File: src/rtl/mirfak_div_pkg.sv
// Shared definitions for the Mirfak iterative divider.
// Provides the command encodings, FSM state type, and the two's-complement
// magnitude helper used for operand and result sign handling.
package mirfak_div_pkg;

    localparam logic [1:0] DIV_CMD_DIV  = 2'b00;
    localparam logic [1:0] DIV_CMD_DIVU = 2'b01;
    localparam logic [1:0] DIV_CMD_REM  = 2'b10;
    localparam logic [1:0] DIV_CMD_REMU = 2'b11;

    typedef enum logic [1:0] {
        ST_IDLE = 2'd0,
        ST_CALC = 2'd1,
        ST_FIN  = 2'd2
    } div_state_e;

    // Conditional two's-complement negation on a 64-bit carrier.
    // Callers zero-extend their operand and truncate the result back to
    // XLEN. The low XLEN bits are correct modulo 2^XLEN, which is all
    // that the callers use.
    function automatic logic [63:0] twos_mag(input logic [63:0] v, input logic neg);
        return neg ? (~v + 64'd1) : v;
    endfunction

endpackage

File: src/rtl/mirfak_div_step.sv
// One combinational restoring-division step.
//   rem_i : 2*XLEN partial remainder. The upper half is the running
//           remainder and the lower half holds the unconsumed dividend
//           bits, MSB first.
//   div_i : divisor magnitude.
//   rem_o : partial remainder after shift-and-conditional-subtract.
//   q_o   : quotient bit produced by this step.
module mirfak_div_step #(
    parameter int XLEN = 32
) (
    input  logic [2*XLEN-1:0] rem_i,
    input  logic [XLEN-1:0]   div_i,
    output logic [2*XLEN-1:0] rem_o,
    output logic              q_o
);
    logic [XLEN:0] diff;

    // The running remainder is always below the divisor, so the shifted
    // window fits in XLEN+1 bits. Bit XLEN of the difference acts as
    // the borrow flag.
    always_comb begin
        diff = rem_i[2*XLEN-1:XLEN-1] - {1'b0, div_i};
        q_o  = ~diff[XLEN];
        if (q_o) begin
            rem_o = {diff[XLEN-1:0], rem_i[XLEN-2:0], 1'b0};
        end else begin
            rem_o = {rem_i[2*XLEN-2:0], 1'b0};
        end
    end

endmodule

File: src/rtl/mirfak_div_unit.sv
// Iterative integer divider implementing RISC-V DIV, DIVU, REM and REMU.
// It resolves STEP quotient bits per cycle. Divide-by-zero and signed
// overflow bypass the iteration and complete with fixed results.
//   clk_i, rst_i      : clock and synchronous active-high reset
//   div_op1, div_op2  : dividend and divisor, sampled only on accept
//   div_cmd           : 00 DIV, 01 DIVU, 10 REM, 11 REMU
//   div_enable        : request, held until div_ack or div_kill
//   div_kill          : flush; aborts any operation and suppresses its ack
//   div_result        : result, held until the next completion
//   div_ack           : single-cycle completion pulse
//   div_busy          : high while in CALC or FIN
module mirfak_div_unit
    import mirfak_div_pkg::*;
#(
    parameter int XLEN = 32,
    parameter int STEP = 1
) (
    input  logic            clk_i,
    input  logic            rst_i,
    input  logic [XLEN-1:0] div_op1,
    input  logic [XLEN-1:0] div_op2,
    input  logic [1:0]      div_cmd,
    input  logic            div_enable,
    input  logic            div_kill,
    output logic [XLEN-1:0] div_result,
    output logic            div_ack,
    output logic            div_busy
);
    localparam int CNT_W = (XLEN / STEP > 1) ? $clog2(XLEN / STEP) : 1;
    localparam logic [CNT_W-1:0] CNT_INIT = CNT_W'(XLEN / STEP - 1);
    localparam logic [XLEN-1:0]  MOST_NEG = {1'b1, {(XLEN-1){1'b0}}};

    div_state_e        state_q, state_d;
    logic [XLEN-1:0]   result_q, result_d;
    logic              ack_q, ack_d;
    logic [2*XLEN-1:0] pr_q, pr_d;
    logic [XLEN-1:0]   quot_q, quot_d;
    logic [XLEN-1:0]   dvsr_q, dvsr_d;
    logic [CNT_W-1:0]  cnt_q, cnt_d;
    logic              is_rem_q, is_rem_d;
    logic              sgn_q_q, sgn_q_d;
    logic              sgn_r_q, sgn_r_d;

    logic              signed_cmd;
    logic [2*XLEN-1:0] chain [STEP+1];
    logic [STEP-1:0]   qbits;

    assign chain[0] = pr_q;

    // Quotient bits come out MSB first along the chain.
    for (genvar g = 0; g < STEP; g++) begin : g_step
        mirfak_div_step #(.XLEN(XLEN)) u_step (
            .rem_i (chain[g]),
            .div_i (dvsr_q),
            .rem_o (chain[g+1]),
            .q_o   (qbits[STEP-1-g])
        );
    end

    always_comb begin
        state_d    = state_q;
        result_d   = result_q;
        ack_d      = 1'b0;
        pr_d       = pr_q;
        quot_d     = quot_q;
        dvsr_d     = dvsr_q;
        cnt_d      = cnt_q;
        is_rem_d   = is_rem_q;
        sgn_q_d    = sgn_q_q;
        sgn_r_d    = sgn_r_q;
        signed_cmd = ~div_cmd[0];

        case (state_q)
            ST_IDLE: begin
                // While ack_q is high, a still-asserted enable belongs to
                // the operation that just completed.
                if (div_enable && !ack_q) begin
                    is_rem_d = div_cmd[1];
                    cnt_d    = CNT_INIT;
                    quot_d   = '0;
                    dvsr_d   = XLEN'(twos_mag(64'(div_op2), signed_cmd & div_op2[XLEN-1]));
                    pr_d     = {{XLEN{1'b0}},
                                XLEN'(twos_mag(64'(div_op1), signed_cmd & div_op1[XLEN-1]))};
                    sgn_q_d  = (div_cmd == DIV_CMD_DIV) & (div_op1[XLEN-1] ^ div_op2[XLEN-1]);
                    sgn_r_d  = (div_cmd == DIV_CMD_REM) & div_op1[XLEN-1];
                    state_d  = ST_CALC;
                    if (div_op2 == '0) begin
                        quot_d  = '1;
                        pr_d    = {div_op1, {XLEN{1'b0}}};
                        sgn_q_d = 1'b0;
                        sgn_r_d = 1'b0;
                        state_d = ST_FIN;
                    end else if (signed_cmd && div_op1 == MOST_NEG && div_op2 == '1) begin
                        quot_d  = div_op1;
                        pr_d    = '0;
                        sgn_q_d = 1'b0;
                        sgn_r_d = 1'b0;
                        state_d = ST_FIN;
                    end
                end
            end
            ST_CALC: begin
                pr_d   = chain[STEP];
                quot_d = {quot_q[XLEN-STEP-1:0], qbits};
                if (cnt_q == '0) begin
                    state_d = ST_FIN;
                end else begin
                    cnt_d = cnt_q - 1'b1;
                end
            end
            ST_FIN: begin
                result_d = is_rem_q ? XLEN'(twos_mag(64'(pr_q[2*XLEN-1:XLEN]), sgn_r_q))
                                    : XLEN'(twos_mag(64'(quot_q), sgn_q_q));
                ack_d    = 1'b1;
                state_d  = ST_IDLE;
            end
            default: state_d = ST_IDLE;
        endcase

        if (div_kill) begin
            state_d  = ST_IDLE;
            ack_d    = 1'b0;
            result_d = result_q;
        end
    end

    always_ff @(posedge clk_i) begin
        if (rst_i) begin
            state_q  <= ST_IDLE;
            ack_q    <= 1'b0;
            result_q <= '0;
        end else begin
            state_q  <= state_d;
            ack_q    <= ack_d;
            result_q <= result_d;
        end
    end

    // Datapath registers carry no reset. They are always loaded on accept.
    always_ff @(posedge clk_i) begin
        pr_q     <= pr_d;
        quot_q   <= quot_d;
        dvsr_q   <= dvsr_d;
        cnt_q    <= cnt_d;
        is_rem_q <= is_rem_d;
        sgn_q_q  <= sgn_q_d;
        sgn_r_q  <= sgn_r_d;
    end

    assign div_result = result_q;
    assign div_ack    = ack_q;
    assign div_busy   = (state_q == ST_CALC) || (state_q == ST_FIN);

endmodule
File: config.mk
export PLATFORM = sky130hd
export DESIGN_NAME = mirfak_div_unit
export DESIGN_NICKNAME = d
export VERILOG_FILES = /design/src/rtl/mirfak_div_pkg.sv /design/src/rtl/mirfak_div_step.sv /design/src/rtl/mirfak_div_unit.sv
export SDC_FILE = /design/constraint.sdc
export NUM_CORES = 1
export LEC_CHECK = 0
export BUFFER_PORTS_ARGS = -buffer_cell sky130_fd_sc_hd__buf_2
export CAP_MARGIN = 20
export CORE_ASPECT_RATIO = 1.2
export CORE_MARGIN = 3
export CORE_UTILIZATION = 55
export DETAILED_ROUTE_END_ITERATION = 16
export PLACE_DENSITY = 0.78
export SYNTH_ARGS = -nofsm -noshare
export SYNTH_HDL_FRONTEND = slang
export SYNTH_SLANG_ARGS = --single-unit
File: constraint.sdc
create_clock -name clk_i -period 7.74 [get_ports clk_i]
set_input_delay 1.161 -clock clk_i [delete_from_list [all_inputs] [get_ports clk_i]]
set_output_delay 1.161 -clock clk_i [all_outputs]
set_load 0.1 [all_outputs]
### Word-level counts from Yosys, hierarchy flattened

Cells that the tools add are included.

| word-level totals | value |
|---|---|
| register bits after elaboration | 171 |
| input port bits | 70 |
| output and inout port bits | 34 |
| logic and storage cells | 76 |

| cells by class | value |
|---|---|
| add/sub/neg operators | 6 |
| equal/unequal tests | 8 |
| mux-type cells | 23 |
| bitwise gates (word level) | 12 |
| reductions and logical operators | 17 |

Operator list:

| kind | count |
|---|---|
| $mux 32 | 9 |
| $mux 64 | 3 |
| $add 32x1->32 const B | 4 |
| $not 32->32 | 4 |
| $pmux 64 s2 | 1 |
| $eq 32x32->1 const B | 2 |
| $pmux 32 s2 | 1 |
| $sub 33x32->33 | 1 |
| $logic_not 32->1 | 1 |
| $mux 5 | 2 |
| $pmux 5 s2 | 1 |
| $mux 2 | 4 |
| $reduce_and 2->1 | 4 |
| $ne 2x2->1 const B | 3 |
| $logic_not 5->1 | 1 |
| $sub 5x1->5 const B | 1 |
| $and 1x1->1 | 4 |
| $eq 2x2->1 const B | 2 |
| $logic_not 2->1 | 2 |
| $pmux 2 s2 | 1 |
| $reduce_or 2->1 | 2 |
| $logic_and 1x1->1 | 3 |
| $not 1->1 | 3 |
| $reduce_and 3->1 | 1 |
| 6 further kinds | 6 |

### Logic depth before layout (Yosys ltp)

| depth | value |
|---|---|
| depth after elaboration | 7 |
| mapped depth | 13 |
| depth with buffers taken out | 12 |

### Modules after synthesis

A second synthesis with hierarchy kept.

| second synthesis, totals | value |
|---|---|
| cell total of the unflattened synthesis | 1277 |
| area, all modules | 12182.9 sq um |

By module, submodules not included:

| module | instances | cells each | area an instance (sq um) | sequential area each (sq um) |
|---|---|---|---|---|
| mirfak_div_unit | 1 | 933 | 9683.0 | 4784.6 |
| mirfak_div_step | 1 | 344 | 2499.9 | 0.0 |

### Worst setup path before layout

Ideal clock, no wire load.

| timing path | value |
|---|---|
| path type | reg-to-reg |
| start | reg state_q[1] |
| end | reg cnt_q[0], enable pin |
| setup time | 0.320 ns |
| arrival time | 8.247 ns |
| data required time | 7.420 ns |
| setup slack | -0.827 ns |
| cell stages (with the launch flop) | 7 |
| buffers on the path | 1 |
| period minus slack after synthesis | 8.567 ns |
| cells stage by stage | dfxtp_1 -> inv_1 -> ha_1 -> inv_1 -> clkbuf_1 -> o21ai_0 -> o21a_1 |

| between the ends | value |
|---|---|
| longest elaborated chain between the ends | 3 |
| elaborated cells between the ends (all ways) | 6 |
| those cells by class | eq/ne: 3; reduce/logical: 3 |

Ends and longest elaborated chain:

| element | RTL line | RTL |
|---|---|---|
| start, declared | mirfak_div_unit.sv:33 | `div_state_e state_q, state_d;` |
| start signal, assigned | mirfak_div_unit.sv:133 | `state_q <= state_d;` |
| $eq 2x1->1 or $logic_not 2->1 (tied branches) | mirfak_div_unit.sv:73 | `case (state_q)` |
| $ne 2x2->1 (no source line) or $reduce_bool 2->1 (tied branches) | n/a |  |
| $reduce_and 3->1 (no source line) (*) | n/a |  |
| end signal, assigned | mirfak_div_unit.sv:144 | `cnt_q <= cnt_d;` |
| end, declared | mirfak_div_unit.sv:39 | `logic [CNT_W-1:0] cnt_q, cnt_d;` |

Every way passes the cells marked *; elsewhere a longest branch is shown, timed or not.
A chain may end at the register's enable or synchronous reset.

### Worst setup path in the final report

| timing path | value |
|---|---|
| start | in div_op2[1] |
| end | reg state_q[1] |

| between the ends | value |
|---|---|
| longest elaborated chain between the ends | 6 |
| elaborated cells between the ends (all ways) | 7 |
| those cells by class | eq/ne: 1; mux: 4; reduce/logical: 2 |

Ends and longest elaborated chain:

| element | RTL line | RTL |
|---|---|---|
| start, declared | mirfak_div_unit.sv:21 | `input logic [XLEN-1:0] div_op2,` |
| $eq 32x32->1 | mirfak_div_unit.sv:93 | `end else if (signed_cmd && div_op1 == MOST_NEG && div_op2 == '1) begin` |
| $logic_and 1x1->1 | mirfak_div_unit.sv:93 |  |
| $mux 2 | mirfak_div_unit.sv:93 |  |
| $mux 2 (*) | mirfak_div_unit.sv:87 | `if (div_op2 == '0) begin` |
| $mux 2 (*) | mirfak_div_unit.sv:77 | `if (div_enable && !ack_q) begin` |
| $pmux 2 s2 (*) | mirfak_div_unit.sv:73 |  |

Every way passes the cells marked *; elsewhere a longest branch is shown, timed or not. The select of a mux whose other input is x is not followed.

==> out/summary.md <==
The start-to-end type of the worst setup path was input pin to flip-flop. TritonCTS built the clock tree. The logs give 0 for the leftover overflow at the end of global routing and 2 for the deepest clock path buffer count. The share of power burned in combinational logic came out at 24.3%. The number of placed I/O pins is 104, and the share of async-settable or async-resettable flops after synthesis is 0%. The run gives 1037 as the DRC violation total after the first TritonRoute iteration. Leading cell type by number of instances after synthesis: sky130_fd_sc_hd__nand2_1. The worst voltage drop across the vdd grid was 0.1654 mV; the count of antenna-violating nets left after detailed routing was 0. For the number of rows created at floorplan, the log shows 56.

The detailed-route wire length per cell is 18.14 um, and the total of max-cap violations is 0. Among all flip-flop cells after synthesis, the most frequent one is sky130_fd_sc_hd__edfxtp_1. In this run the number of H-tree levels came out at 4. The width of the die works out to 137.1 um.

The internal cell power came out at 1.792 mW. The count of input and output buffers was 103. The wire length of the first global-routing pass was 46690 um; the number of clock buffers inserted by TritonCTS was 17.

The power after layout was 2.624 mW. Detailed placement finished with a half-perimeter wire length of 21230 um. The shortest clock period the worst path allows after layout is 4.598 ns. The reported net switching power is 0.8316 mW, and the sequential element share of the synthesized area is 42.19%.

For this run, the post-layout net count is 1427. Across all layers, the routed design uses 9603 vias. The logs give 28.02% for the headroom to the max-slew limit and 1657 for the number of inserted filler cells in the final layout.

The flow ran to the end, and the final reports show no timing, DRC or antenna violations. The later pin in the worst-skew pair is clocked with a latency of 0.44 ns. The vertical die dimension was 163.3 um; the share of the synthesized area in the top cell type was 36.01%. Arrival time of the worst setup path: 4.89 ns.

The share of total power dissipated in sequential elements is 43.9%. The per-instance average area after synthesis was 9.124 um^2; the effective utilization at floorplan was 56.99%. Via count of the first global-routing pass: 9150. Setup repair after global routing left no endpoint under its margin. The switching power as a share of total power is 31.69%. The share of final-layout standard cells stronger than drive strength 1 was 12.27%. The congestion estimate from routability-driven global placement came to 0.9322. Total placed cells including tap cells: 1556. The cell count after synthesis is 1243, and the number of antenna violations at the first check in global routing is 0.

The final number of hold-violating endpoints is 0. The tools report the post-placement setup slack as 2.815 ns. The standard cell with the maximum stage delay on the critical path is sky130_fd_sc_hd__nor4bb_1. The area of the die is 0.02239 mm^2. The required time of the critical path is 8.04 ns, and the post-cts hold buffer count is 0.

The total length of routed wires was 28830 um. The run gives 72 as the maximum number of pins on one net before global-route repair. The first detailed-routing pass took 7 iterations.

For this run, the slowest stage of the critical path takes 0.72 ns. Maximum fanout along the worst path: 35. Timing would allow up to 0.2175 GHz. Walking the worst path, the cells encountered are buf_2, inv_1, ha_1, nor4bb_1, nand3b_1, nor2b_1, nand3_1, nor2_1, or2_2, a211oi_1, a2111oi_0. Of the total power, the clock network draws 31.7%. The tightest min-delay check is of the flip-flop to flip-flop type. The number of setup buffers added after CTS is 0. Final count of pins violating max slew: 0. The largest area contributor in the synthesized netlist was sky130_fd_sc_hd__edfxtp_1.

In this run, post-CTS repair resized a total of 0 instances. The remaining design rule violation count is 0, and the total global routing track utilization is 26.43%. The core area is 0.01990 mm^2, and the number of flip-flops and latches in the synthesized netlist is 171.

The final cycle utilization of the critical path is 59.40%. Power spread over the standard cell area amounts to 207.7 mW/mm^2. The area growth from synthesis to layout is 11.41%.

Clock skew on the completed layout was measured at 0.009384 ns. The logs give 0 ns for the final total negative setup slack and 1355 for the number of nets in the synthesized netlist. For the number of different library cells in the post-synthesis netlist, the log shows 58. After synthesis, the cell types taking the most area are sky130_fd_sc_hd__edfxtp_1, sky130_fd_sc_hd__xnor2_1, sky130_fd_sc_hd__nand2_1. The tree is rooted in a sky130_fd_sc_hd__clkbuf_16.

The measured slew at the worst slew-check pin came out at 1.078 ns. The TritonCTS sink count is 171, and the clock transition at the registers of the reported paths is 0.07 ns. Dividing the detail-routed via count by the number of cells gives 6.043. Ranked by instance count, the synthesized netlist is headed by sky130_fd_sc_hd__nand2_1, sky130_fd_sc_hd__edfxtp_1, sky130_fd_sc_hd__xnor2_1, sky130_fd_sc_hd__o21ai_0, sky130_fd_sc_hd__a21oi_1. The worst setup path is launched from an input pin. The critical path capture point type is a flip-flop.

The tools report the number of warnings reported in the yosys synthesis log as 0. The static leakage was 5.012 nW; the slack of the critical path was 3.142 ns. The count of flip-flops with a built-in enable after synthesis came out at 136. The number of antenna diodes in the final layout is 0. The final setup violation count came out at 0. The mapped netlist covers 0.01134 mm^2. Leaving out filler cells and counting taps, the final layout contains 1589.
final cells by class:
cell class | count | area (um^2) | area share, %
Clock buffer | 19 | 475.5 | 3.763
Clock inverter | 13 | 101.3 | 0.8021
Inverter | 55 | 206.4 | 1.634
Multi-Input combinational cell | 957 | 6150 | 48.67
Sequential cell | 171 | 4785 | 37.87
Tap cell | 261 | 326.6 | 2.585
Timing Repair Buffer | 113 | 590.6 | 4.674
layer usage:
layer	vias to the layer above	wire length, um	track usage (%)
met5	-	0	0
met4	0	1182	11.66
li1	4660	-	-
met3	72	1973	4.036
met1	4465	11750	33.82
met2	406	13920	44.22
stage by stage:
step	hold slack, ns	area, um^2	util [%]
6_report	0.4504	12630	63.49
5_1_grt	0.4678	12630	63.49
4_1_cts	0.4499	12630	63.46
3_5_place_dp	0.4383	12050	60.56
3_3_place_gp	0.4337	12050	60.56
2_1_floorplan	0.4511	11340	-
state kept, by name, summed over array words and instances, names as in the netlist:
signal and flops:
pr_q 64, dvsr_q 32, state_q 2, is_rem_q 1, div_ack 1, quot_q 32
sgn_r_q 1, div_result 32, cnt_q 5, sgn_q_q 1
path summary, 6_finish.rpt:
check | startpoint | to | slack, ns | cells after the start
hold / removal | div_result[11] | div_result[11] | 0.45 | 2
setup reg to reg | pr_q[35] | pr_q[35] | 3.51 | 11
setup / recovery | div_op2[1] | state_q[1] | 3.14 | 11
hold reg to reg | div_result[11] | div_result[11] | 0.45 | 2
cells by family (layout without fill, tap and decap cells):
group,after synthesis,after routing,share of synthesized area (%)
AO/OA/AOI/OAI,327,327,18.42
flip-flops,171,171,42.19
AND/OR/NAND/NOR,407,407,16.45
XOR/XNOR,151,151,11.66
buffers and inverters,115,200,3.917
adder cells (fa/ha/maj),42,42,4.700
multiplexers,30,30,2.659
worst max-delay path, delay by kind of cell:
kind | cells | cell delay (ns)
adder cells (fa/ha/maj) | 1 | 0.19
buffers and inverters | 2 | 0.20
AND/OR/NAND/NOR | 6 | 2.71
AO/OA/AOI/OAI | 2 | 0.62
placed cells by master, fill, tap and decap left out, types with 4 or more instances in the layout:
cell	count
sky130_fd_sc_hd__buf_2	103
sky130_fd_sc_hd__or4_1	7
sky130_fd_sc_hd__o21bai_1	4
sky130_fd_sc_hd__ha_1	40
sky130_fd_sc_hd__dfxtp_1	35
sky130_fd_sc_hd__nor2b_1	9
sky130_fd_sc_hd__nor2_1	79
sky130_fd_sc_hd__nor4_1	9
sky130_fd_sc_hd__o211ai_1	14
sky130_fd_sc_hd__nor3_1	21
sky130_fd_sc_hd__buf_4	10
sky130_fd_sc_hd__edfxtp_1	136
sky130_fd_sc_hd__nand3_1	15
sky130_fd_sc_hd__a211o_1	5
sky130_fd_sc_hd__o21ai_0	83
sky130_fd_sc_hd__nand4_1	14
sky130_fd_sc_hd__nand2_1	198
sky130_fd_sc_hd__a31oi_1	10
sky130_fd_sc_hd__a22o_1	8
sky130_fd_sc_hd__xor2_1	64
sky130_fd_sc_hd__o31ai_1	58
sky130_fd_sc_hd__a221o_1	5
sky130_fd_sc_hd__inv_1	55
sky130_fd_sc_hd__a21o_1	10
sky130_fd_sc_hd__a211oi_1	16
sky130_fd_sc_hd__inv_6	5
sky130_fd_sc_hd__or2_2	4
sky130_fd_sc_hd__mux2i_1	29
sky130_fd_sc_hd__and3_1	7
sky130_fd_sc_hd__nand2b_1	13
sky130_fd_sc_hd__o41ai_1	11
sky130_fd_sc_hd__or3_1	12
sky130_fd_sc_hd__xnor2_1	86
sky130_fd_sc_hd__a21oi_1	82
sky130_fd_sc_hd__clkbuf_16	19
sky130_fd_sc_hd__o21a_1	6
power by group through the flow:
stage | clock network (mW) | registers (mW) | logic, mW
finish | 0.833 | 1.15 | 0.638
global route | 0.881 | 1.16 | 0.705
CTS | 0.840 | 1.15 | 0.631
detailed placement | 0 | 1.17 | 0.623
global placement | 0 | 1.17 | 0.611
floorplan | 0 | 1.18 | 0.457
No activity file was read; power rests on OpenSTA's default activity.
